<file path="config.mk">
export PLATFORM = sky130hd
export DESIGN_NAME = cpu_ctrl_fsm_gen2
export DESIGN_NICKNAME = d
export VERILOG_FILES = /design/src/rtl/cpu_ctrl_fsm_gen2.sv
export SDC_FILE = /design/constraint.sdc
export NUM_CORES = 1
export LEC_CHECK = 0
export CAP_MARGIN = 10
export CORE_MARGIN = 4
export CORE_UTILIZATION = 50
export CTS_CLUSTER_DIAMETER = 150
export DETAILED_ROUTE_END_ITERATION = 10
export HOLD_SLACK_MARGIN = 0.1
export PLACE_DENSITY = 0.76
export SYNTH_ARGS = -nofsm -noshare
export SYNTH_HDL_FRONTEND = slang
export SYNTH_SLANG_ARGS = --single-unit
</file>
<file path="constraint.sdc">
create_clock -name clk -period 2.1 [get_ports clk]
set_clock_uncertainty 0.05 [all_clocks]
set_input_delay 0.42 -clock clk [delete_from_list [all_inputs] [get_ports clk]]
set_output_delay 0.42 -clock clk [all_outputs]
set_load 0.05 [all_outputs]
</file>
<file path="src/rtl/cpu_ctrl_fsm_gen2.sv">
// cpu_ctrl_fsm_gen2: fetch/decode/execute sequencer for the 8-op RISC CPU.
// Multi-word fetch, mem_ready handshake with timeout, resumable halt.
module cpu_ctrl_fsm_gen2 #(
  parameter int OPW         = 3,
  parameter int FETCH_WORDS = 2,
  parameter int MAX_WAIT    = 15
) (
  input  logic           clk,
  input  logic           rst,
  input  logic           enable,
  input  logic [OPW-1:0] opcode,
  input  logic           zero,
  input  logic           mem_ready,
  input  logic           resume,
  output logic           inc_pc,
  output logic           load_pc,
  output logic           load_acc,
  output logic           load_ir,
  output logic           rd,
  output logic           wr,
  output logic           datactl_enable,
  output logic           halt,
  output logic           bus_err,
  output logic [3:0]     state_dbg
);

  localparam int IW = (FETCH_WORDS > 1) ? $clog2(FETCH_WORDS) : 1;
  localparam int WW = (MAX_WAIT > 1) ? $clog2(MAX_WAIT + 1) : 1;
  localparam logic [IW-1:0] LAST_IDX = IW'(FETCH_WORDS - 1);
  localparam logic [WW-1:0] WAIT_LIM = WW'(MAX_WAIT - 1);

  typedef enum logic [3:0] {
    S_IDLE   = 4'd0,
    S_FETCH  = 4'd1,
    S_DECODE = 4'd2,
    S_OPRD   = 4'd3,
    S_ACC    = 4'd4,
    S_WSETUP = 4'd5,
    S_WRITE  = 4'd6,
    S_JUMP   = 4'd7,
    S_SKIP   = 4'd8,
    S_HALT   = 4'd9
  } state_t;

  typedef struct packed {
    logic inc_pc;
    logic load_pc;
    logic load_acc;
    logic load_ir;
    logic rd;
    logic wr;
    logic dctl;
    logic halt;
  } out_t;

  localparam out_t O_NONE  = 8'b0000_0000;
  localparam out_t O_FETCH = 8'b0001_1000;
  localparam out_t O_INC   = 8'b1000_0000;
  localparam out_t O_RD    = 8'b0000_1000;
  localparam out_t O_ACC   = 8'b0010_1000;
  localparam out_t O_WSET  = 8'b0000_0010;
  localparam out_t O_WRITE = 8'b0000_0110;
  localparam out_t O_JUMP  = 8'b0100_0000;
  localparam out_t O_HALT  = 8'b0000_0001;

  state_t        r_state;
  out_t          r_o;
  logic [IW-1:0] r_idx;
  logic [IW-1:0] r_skip;
  logic [WW-1:0] r_wait;
  logic          r_bus_err;

  state_t        w_nxt_state;
  out_t          w_nxt_o;
  logic [IW-1:0] w_nxt_idx;
  logic [IW-1:0] w_nxt_skip;
  logic [WW-1:0] w_nxt_wait;
  logic          w_nxt_berr;

  logic [OPW-1:0] w_hi;
  logic [2:0]     w_op;
  logic           w_legacy;
  logic           w_hlt;
  logic           w_alu;
  logic           w_sta;
  logic           w_jmp;
  logic           w_skip;
  logic           w_tmo;

  // opcode classes; codes with upper bits set fall through as NOP
  always_comb begin
    w_hi     = opcode >> 3;
    w_op     = opcode[2:0];
    w_legacy = (w_hi == '0);
    w_hlt    = w_legacy && (w_op == 3'd0);
    w_alu    = w_legacy && (w_op >= 3'd2) && (w_op <= 3'd5);
    w_sta    = w_legacy && (w_op == 3'd6);
    w_jmp    = w_legacy && (w_op == 3'd7);
    w_skip   = w_legacy && (w_op == 3'd1) && zero;
    w_tmo    = (MAX_WAIT > 0) && (r_wait == WAIT_LIM);
  end

  // next state and next registered outputs for the state being entered
  always_comb begin
    w_nxt_state = r_state;
    w_nxt_o     = O_NONE;
    w_nxt_idx   = r_idx;
    w_nxt_skip  = r_skip;
    w_nxt_wait  = '0;
    w_nxt_berr  = r_bus_err;
    if (!enable) begin
      w_nxt_state = S_IDLE;
      w_nxt_idx   = '0;
      w_nxt_skip  = '0;
    end else begin
      case (r_state)
        S_IDLE: begin
          w_nxt_state = S_FETCH;
          w_nxt_o     = O_FETCH;
          w_nxt_idx   = '0;
        end
        S_FETCH: begin
          if (mem_ready) begin
            if (r_idx == LAST_IDX) begin
              w_nxt_state = S_DECODE;
              w_nxt_o     = O_INC;
              w_nxt_idx   = '0;
            end else begin
              w_nxt_o        = O_FETCH;
              w_nxt_o.inc_pc = 1'b1;
              w_nxt_idx      = r_idx + IW'(1);
            end
          end else if (w_tmo) begin
            w_nxt_state = S_HALT;
            w_nxt_o     = O_HALT;
            w_nxt_berr  = 1'b1;
          end else begin
            w_nxt_o    = O_FETCH;
            w_nxt_wait = r_wait + WW'(1);
          end
        end
        S_DECODE: begin
          unique case (1'b1)
            w_hlt: begin
              w_nxt_state = S_HALT;
              w_nxt_o     = O_HALT;
            end
            w_alu: begin
              w_nxt_state = S_OPRD;
              w_nxt_o     = O_RD;
            end
            w_sta: begin
              w_nxt_state = S_WSETUP;
              w_nxt_o     = O_WSET;
            end
            w_jmp: begin
              w_nxt_state = S_JUMP;
              w_nxt_o     = O_JUMP;
            end
            w_skip: begin
              w_nxt_state = S_SKIP;
              w_nxt_o     = O_INC;
              w_nxt_skip  = LAST_IDX;
            end
            default: begin
              w_nxt_state = S_FETCH;
              w_nxt_o     = O_FETCH;
              w_nxt_idx   = '0;
            end
          endcase
        end
        S_OPRD: begin
          if (mem_ready) begin
            w_nxt_state = S_ACC;
            w_nxt_o     = O_ACC;
          end else if (w_tmo) begin
            w_nxt_state = S_HALT;
            w_nxt_o     = O_HALT;
            w_nxt_berr  = 1'b1;
          end else begin
            w_nxt_o    = O_RD;
            w_nxt_wait = r_wait + WW'(1);
          end
        end
        S_ACC, S_JUMP: begin
          w_nxt_state = S_FETCH;
          w_nxt_o     = O_FETCH;
          w_nxt_idx   = '0;
        end
        S_WSETUP: begin
          w_nxt_state = S_WRITE;
          w_nxt_o     = O_WRITE;
        end
        S_WRITE: begin
          if (mem_ready) begin
            w_nxt_state = S_FETCH;
            w_nxt_o     = O_FETCH;
            w_nxt_idx   = '0;
          end else if (w_tmo) begin
            w_nxt_state = S_HALT;
            w_nxt_o     = O_HALT;
            w_nxt_berr  = 1'b1;
          end else begin
            w_nxt_o    = O_WRITE;
            w_nxt_wait = r_wait + WW'(1);
          end
        end
        S_SKIP: begin
          if (r_skip != '0) begin
            w_nxt_o    = O_INC;
            w_nxt_skip = r_skip - IW'(1);
          end else begin
            w_nxt_state = S_FETCH;
            w_nxt_o     = O_FETCH;
            w_nxt_idx   = '0;
          end
        end
        S_HALT: begin
          if (resume && !r_bus_err) begin
            w_nxt_state = S_FETCH;
            w_nxt_o     = O_FETCH;
            w_nxt_idx   = '0;
          end else begin
            w_nxt_o = O_HALT;
          end
        end
        default: begin
          w_nxt_state = S_IDLE;
          w_nxt_idx   = '0;
          w_nxt_skip  = '0;
        end
      endcase
    end
  end

  // state, counters and outputs all advance on the falling edge
  always_ff @(negedge clk or posedge rst) begin
    if (rst) begin
      r_state   <= S_IDLE;
      r_o       <= O_NONE;
      r_idx     <= '0;
      r_skip    <= '0;
      r_wait    <= '0;
      r_bus_err <= 1'b0;
    end else begin
      r_state   <= w_nxt_state;
      r_o       <= w_nxt_o;
      r_idx     <= w_nxt_idx;
      r_skip    <= w_nxt_skip;
      r_wait    <= w_nxt_wait;
      r_bus_err <= w_nxt_berr;
    end
  end

  assign inc_pc         = r_o.inc_pc;
  assign load_pc        = r_o.load_pc;
  assign load_acc       = r_o.load_acc;
  assign load_ir        = r_o.load_ir;
  assign rd             = r_o.rd;
  assign wr             = r_o.wr;
  assign datactl_enable = r_o.dctl;
  assign halt           = r_o.halt;
  assign bus_err        = r_bus_err;
  assign state_dbg      = r_state;

endmodule

</file>
==> results of run 1 <==
## kinds of logic after synthesis
group	after synthesis	share of synthesized area, %
compound gates	41	23.7
fa+ha+maj	5	4.93
xor+xnor	3	2.07
simple gates	54	23.8
mux	2	1.77
flops	19	37.4
buf+inv	18	6.21
## cell usage after synthesis (all sizes together)
library cell,number
nand4,1
o31ai,1
o2111a,1
nor4,1
mux2,2
nor2,14
buf,5
xor2,1
and3,4
a31oi,7
o32ai,1
a211oi,3
a211o,1
a21o,2
inv,11
nand2b,6
or4b,1
or2,1
clkbuf,2
a21oi,3
o32a,1
xnor2,2
and4b,2
and2,1
a221oi,2
o311ai,1
nor2b,5
nand2,8
a22oi,2
o211ai,3
nor3,2
or3b,1
nand3b,2
or3,1
nand3,2
o21bai,1
dfrtn,19
a31o,2
ha,5
o41ai,1
o21ai,7
o21a,1
o22ai,1
nand4b,2
## per-stage QoR
step	hold slack, ns	std cells	worst slack, ns	util, %	instance area (um^2)
after floorplan	0.330	142	-0.386	-	1390
after global placement	0.342	207	-1.09	81.8	1900
after detailed placement	0.378	207	-1.08	81.8	1900
after CTS	0.381	216	-0.380	91.0	2110
## repair_timing
action / in CTS
pin swaps: 15
hold endpoints to repair: 0
setup endpoints to repair: 32
resized for setup: 54
gates cloned: 0
buffers inserted: 5
==> flow_metrics.env, run 1 <==
export IMPL_num_rows=17
export IMPL_seq_area_frac_synth_pct=37.4
export IMPL_portBuffers=21
export IMPL_numCtsBuffers=3
export IMPL_syn_nets=156
export IMPL_initial_core_util_pct=54.8
export IMPL_synth_avg_cell_area_um2=8.94
export IMPL_synth_top_area_share_pct=37.4
export IMPL_synthCells=142
export IMPL_place_congestion=0.861
export IMPL_clockBufferDepth=2
export IMPL_pin_count=22
export IMPL_outcome="aborted with a tool error"
export IMPL_synth_area_leaders="dfrtn_1, ha_1, nor2_1"
export IMPL_dieHeight_um=58.4
export IMPL_cts_hold_buf=0
export IMPL_grt_max_degree=22
export IMPL_error="[ERROR DPL-0033] detailed placement checks failed during check placement."
export IMPL_ys_ff_latch=19
export IMPL_syn_area_um2=1270
export IMPL_fp_dieW_um=58.4
export IMPL_clock_root_buffer="clkbuf_4"
export IMPL_haltStage="global routing (5_1_grt)"
export IMPL_clock_sinks=19
export IMPL_synth_cell_types=47
export IMPL_synth_area_leader_cell="dfrtn_1"
export IMPL_antenna_found_initial=0
export IMPL_worstEndpointType="output port"
export IMPL_dpl_hpwl_mm=2.86
export IMPL_yosysWarnings=0
export IMPL_crit_endpoint="state_dbg[3]"
export IMPL_htree_levels=1
==> inputs of run 2 (changes only) <==
- CORE_UTILIZATION: 50 -> 35
- CTS_CLUSTER_DIAMETER: 150 -> unset
- HOLD_SLACK_MARGIN: 0.1 -> unset
- PLACE_DENSITY: 0.76 -> unset
- PLACE_DENSITY_LB_ADDON: unset -> 0.15
==> run 2 against run 1 <==
The flow now finishes, with violations (setup timing); synthesized cell count unchanged; area after synthesis unchanged.
==> flow_metrics.env, run 2 <==
export IMPL_crit_arrival_ns=2.02
export IMPL_dpl_hpwl_mm=2.66
export IMPL_p_seq_share_pct=34.2
export IMPL_worst_pin_slew_ns=0.691
export IMPL_final_util_pct=65.7
export IMPL_clkTransAtPathRegs_ns=0.09
export IMPL_violations="setup timing"
export IMPL_syn_area_um2=1270
export IMPL_synthArstFlopShare_pct=100
export IMPL_intPower_mw=0.741
export IMPL_drive_gt1_share_pct=50.0
export IMPL_clock_sinks=19
export IMPL_numCtsBuffers=3
export IMPL_cp_max_fo=2
export IMPL_firstDrtPassIters=4
export IMPL_cp_num_cells=1
export IMPL_crit_path_top_delay_cell="dfrtn_1"
export IMPL_synth_most_common_cell="dfrtn_1"
export IMPL_p_leak_nw=0.933
export IMPL_cp_end_kind="output port"
export IMPL_grt_use_total_pct=17.4
export IMPL_grt_pass1_wl_mm=6.15
export IMPL_ant_nets=0
export IMPL_synth_area_leader_cell="dfrtn_1"
export IMPL_drv_slew=0
export IMPL_critPathRequiredTime_ns=1.63
export IMPL_tritoncts="done"
export IMPL_place_area_um2=1940
export IMPL_setup_tns_ns=-5.64
export IMPL_hold_depth=1
export IMPL_cp_endpoint="state_dbg[0]"
export IMPL_layoutNonFillerInstCount=236
export IMPL_synth_area_leaders="dfrtn_1, ha_1, nor2_1"
export IMPL_dpl_cell_count=228
export IMPL_num_rows=21
export IMPL_synthCells=142
export IMPL_clock_latency_ns=0.32
export IMPL_seq_area_um2=475
export IMPL_htree_levels=1
export IMPL_p_switching_mw=0.466
export IMPL_finalInstanceArea_um2=2240
export IMPL_yosysWarnings=0
export IMPL_rrSetupSlack_ns=0.15
export IMPL_cts_hold_buf=0
export IMPL_layout_commonest_cell="buf_4"
export IMPL_core_area_um2=3420
export IMPL_pin_count=22
export IMPL_fin_nets=205
export IMPL_syn_nets=156
export IMPL_place_ws_ns=-1.03
export IMPL_initial_core_util_pct=37.2
export IMPL_worstSetupPathType="flip-flop to output port"
export IMPL_hp_class="flip-flop to flip-flop"
export IMPL_overflow=0
export IMPL_synthTopCellsByCount="dfrtn_1, nor2_1, inv_1"
export IMPL_setup_violations=22
export IMPL_slew_headroom_pct=53.6
export IMPL_r2r_cells=6
export IMPL_synth_edff_count=0
export IMPL_seq_area_frac_synth_pct=37.4
export IMPL_antenna_found_initial=0
export IMPL_reg2reg_from="state_dbg[3]"
export IMPL_synth_avg_cell_area_um2=8.94
export IMPL_place_congestion=0.905
export IMPL_fillers=257
export IMPL_clockPowerShare_pct=17.2
export IMPL_mostFrequentLayoutCells="buf_4, dfrtn_1, buf_12"
export IMPL_hold_viol_final=0
export IMPL_ir_drop_uv=258
export IMPL_crit_family="flip-flops"
export IMPL_vias_per_cell=5.66
export IMPL_ys_ff_latch=19
export IMPL_synth_top_area_share_pct=37.4
export IMPL_critPathLaunchType="flip-flop"
export IMPL_synth_main_ff_cell="dfrtn_1"
export IMPL_grt_pass1_vias=1336
export IMPL_num_vias=1336
export IMPL_dieHeight_um=68.2
export IMPL_clockBufferDepth=2
export IMPL_outcome="complete, but fails checks"
export IMPL_rsz0062_at_grt="yes"
export IMPL_portBuffers=21
export IMPL_fp_dieW_um=68.2
export IMPL_die_area_um2=4660
export IMPL_reg2reg_to="state_dbg[0]"
export IMPL_cpPeakStageDelay_ns=0.49
export IMPL_syn_to_final_growth_pct=76.7
export IMPL_cp_cell_sequence="buf_12"
export IMPL_pwr_share_comb_pct=48.6
export IMPL_grt_max_degree=22
export IMPL_cellPowerDensity_nw_per_um2=538
export IMPL_setup_ws_ns=-0.389
export IMPL_cp_num_buf_inv=1
export IMPL_startpoint="state_dbg[0]"
export IMPL_multi_input_area_um2=1010
export IMPL_sw_frac_of_total_pct=38.6
export IMPL_wirelength_mm=4.01
export IMPL_wire_per_inst_um=17.0
export IMPL_drc=0
export IMPL_clock_root_buffer="clkbuf_4"
export IMPL_drtIter0Drc=75
export IMPL_max_cap_viol_count=0
export IMPL_insertedDiodeCount=0
export IMPL_synth_cell_types=47
==> run 2: per-stage QoR <==
| step | power [mW] | hold WS (ns) |
|---|---|---|
| after floorplan | 0.703 | 0.330 |
| after global placement | 0.901 | 0.348 |
| after detailed placement | 0.904 | 0.360 |
| after CTS | 1.13 | 0.363 |
| after global routing | 1.26 | 0.396 |
| final | 1.21 | 0.358 |
==> run 2: power groups by stage <==
stage,combinational [mW],sequential (mW),clock (mW)
after floorplan,0.225,0.478,0
after global routing,0.624,0.416,0.221
final,0.586,0.413,0.208
after global placement,0.482,0.419,0
after detailed placement,0.485,0.419,0
after CTS,0.514,0.413,0.203
==> run 2: layout make-up <==
class / count / area share (%)
Tap cell: 46 / 2.56
Timing Repair Buffer: 51 / 27.6
Clock buffer: 4 / 1.17
Inverter: 11 / 2.62
Sequential cell: 19 / 21.2
Multi-Input combinational cell: 105 / 44.8
==> run 2: logic make-up after synthesis <==
| kind of cell | share of synthesized area (%) |
|---|---|
| buffers and inverters | 6.21 |
| flip-flops | 37.4 |
| adder cells (fa/ha/maj) | 4.93 |
| multiplexers | 1.77 |
| AND/OR/NAND/NOR | 23.8 |
| AO/OA/AOI/OAI | 23.7 |
| XOR/XNOR | 2.07 |
==> run 2: what timing repair did <==
action | CTS | global route
endpoints found under the setup margin | 32 | 29
resized for setup | 48 | 35
buffers inserted | 2 | 4
pin swaps | 20 | 15
==> run 2: routing by layer <==
layer  GRT usage [%]  part of all wire (%)
met1            22.9                    41
met4            6.70                   3.4
met5               0                     0
met2            28.4                    51
met3            2.96                   5.4
==> run 2: worst min path at each step <==
stage                    from         to  slack (ns)
finish              r_wait[0]  r_wait[0]        0.36
floorplan           r_wait[0]  r_wait[0]        0.33
detailed placement  r_wait[0]  r_wait[0]        0.36
CTS                 r_wait[0]  r_wait[0]        0.36
global placement    r_wait[0]  r_wait[0]        0.35
global route        r_wait[0]  r_wait[0]        0.40
Note: power is estimated with default switching activity, not from simulation.
==> inputs of run 3 (changes only) <==
- CTS_CLUSTER_SIZE: unset -> 24
- clock period: 2.1 -> 2.15 ns (I/O delays scaled with it)
==> run 3 against run 2 <==
The run still ends with setup timing left; setup slack better by 0.032 ns; combinational power is 5.8% lower; sequential power is 2% lower; die area stayed put; design area is 1.7% lower; sequential cell count stayed put; utilization is 1.1 points lower; critical path depth stayed put; largest power group unchanged.
==> flow_metrics.env, run 3 (same netlist as run 2, synthesis figures left out) <==
export IMPL_cp_cell_sequence="buf_12"
export IMPL_crit_family="flip-flops"
export IMPL_num_rows=21
export IMPL_dpl_hpwl_mm=2.63
export IMPL_critPathLaunchType="flip-flop"
export IMPL_fin_nets=206
export IMPL_overflow=0
export IMPL_worstSetupPathType="flip-flop to output port"
export IMPL_layout_commonest_cell="buf_4"
export IMPL_layoutNonFillerInstCount=237
export IMPL_grt_max_degree=22
export IMPL_grt_pass1_wl_mm=6.14
export IMPL_portBuffers=21
export IMPL_clock_sinks=19
export IMPL_initial_core_util_pct=37.2
export IMPL_syn_to_final_growth_pct=73.8
export IMPL_drive_gt1_share_pct=49.7
export IMPL_drc=0
export IMPL_cellPowerDensity_nw_per_um2=519
export IMPL_multi_input_area_um2=976
export IMPL_ant_nets=0
export IMPL_antenna_found_initial=0
export IMPL_drv_slew=0
export IMPL_wire_per_inst_um=15.4
export IMPL_htree_levels=1
export IMPL_mostFrequentLayoutCells="buf_4, dfrtn_1, buf_12"
export IMPL_crit_path_top_delay_cell="dfrtn_1"
export IMPL_hp_class="flip-flop to flip-flop"
export IMPL_fp_dieW_um=68.2
export IMPL_tritoncts="done"
export IMPL_cts_hold_buf=0
export IMPL_slew_headroom_pct=55.0
export IMPL_cpPeakStageDelay_ns=0.49
export IMPL_numCtsBuffers=3
export IMPL_clock_root_buffer="clkbuf_4"
export IMPL_vias_per_cell=5.45
export IMPL_firstDrtPassIters=4
export IMPL_cp_end_kind="output port"
export IMPL_dieHeight_um=68.2
export IMPL_seq_area_um2=475
export IMPL_num_vias=1291
export IMPL_setup_ws_ns=-0.357
export IMPL_p_leak_nw=0.923
export IMPL_cp_num_buf_inv=1
export IMPL_rsz0062_at_grt="yes"
export IMPL_violations="setup timing"
export IMPL_grt_use_total_pct=17.7
export IMPL_core_area_um2=3420
export IMPL_pin_count=22
export IMPL_fillers=280
export IMPL_crit_arrival_ns=2.03
export IMPL_clockBufferDepth=2
export IMPL_dpl_cell_count=228
export IMPL_wirelength_mm=3.66
export IMPL_worst_pin_slew_ns=0.670
export IMPL_critPathRequiredTime_ns=1.67
export IMPL_drtIter0Drc=68
export IMPL_grt_pass1_vias=1293
export IMPL_outcome="complete, but fails checks"
export IMPL_clock_latency_ns=0.30
export IMPL_place_ws_ns=-1.01
export IMPL_die_area_um2=4660
export IMPL_clkTransAtPathRegs_ns=0.08
export IMPL_cp_max_fo=2
export IMPL_ir_drop_uv=340
export IMPL_place_congestion=0.909
export IMPL_insertedDiodeCount=0
export IMPL_hold_viol_final=0
export IMPL_setup_violations=21
export IMPL_max_cap_viol_count=0
run 3: worst paths after layout:
path	startpoint	endpoint	slack, ns	cells past startpoint
max	state_dbg[0]	state_dbg[0]	-0.36	1
min	r_wait[0]	r_wait[0]	0.35	1
max reg2reg	state_dbg[3]	state_dbg[0]	0.22	6
min reg2reg	r_wait[0]	r_wait[0]	0.35	1
max in group asynchronous	rst	r_idx	0.53	3
min in group asynchronous	rst	rd	1.35	3
run 3: where the power goes:
| group | total, mW | internal, mW | leakage (nW) | switching, mW |
|---|---|---|---|---|
| clock network | 0.190 | 0.0724 | 0.0150 | 0.118 |
| logic | 0.552 | 0.263 | 0.654 | 0.289 |
| registers | 0.403 | 0.382 | 0.254 | 0.0210 |
run 3: per-stage QoR:
step	instance area, um^2	util [%]	setup TNS, ns	power, mW	hold slack, ns
floorplan	1380	-	-2.68	0.686	0.330
global placement	1940	56.8	-14.98	0.883	0.344
detailed placement	1940	56.8	-15.27	0.886	0.357
CTS	2150	62.8	-5.68	1.12	0.359
global route	2210	64.6	-5.67	1.22	0.410
finish	2210	64.6	-4.98	1.15	0.353
run 3: cell type report:
class	count	share of cell area, %
Timing Repair Buffer	52	27.8
Tap cell	46	2.61
Inverter	11	2.66
Clock buffer	4	1.19
Sequential cell	19	21.5
Multi-Input combinational cell	105	44.2
run 3: what timing repair did:
item	4_1_cts	5_1_grt
gates resized for setup	55	22
buffers inserted	6	1
pin swaps	20	13
endpoints found under the setup margin	32	30
run 3: layer usage:
metal / up-vias / share of wire (%) / track usage (%)
met3: 8 / 4.9 / 3.45
met1: 625 / 46 / 23.4
met4: 0 / 2.4 / 6.95
li1: 622 / - / -
met2: 36 / 47 / 28.3
met5: - / 0 / 0
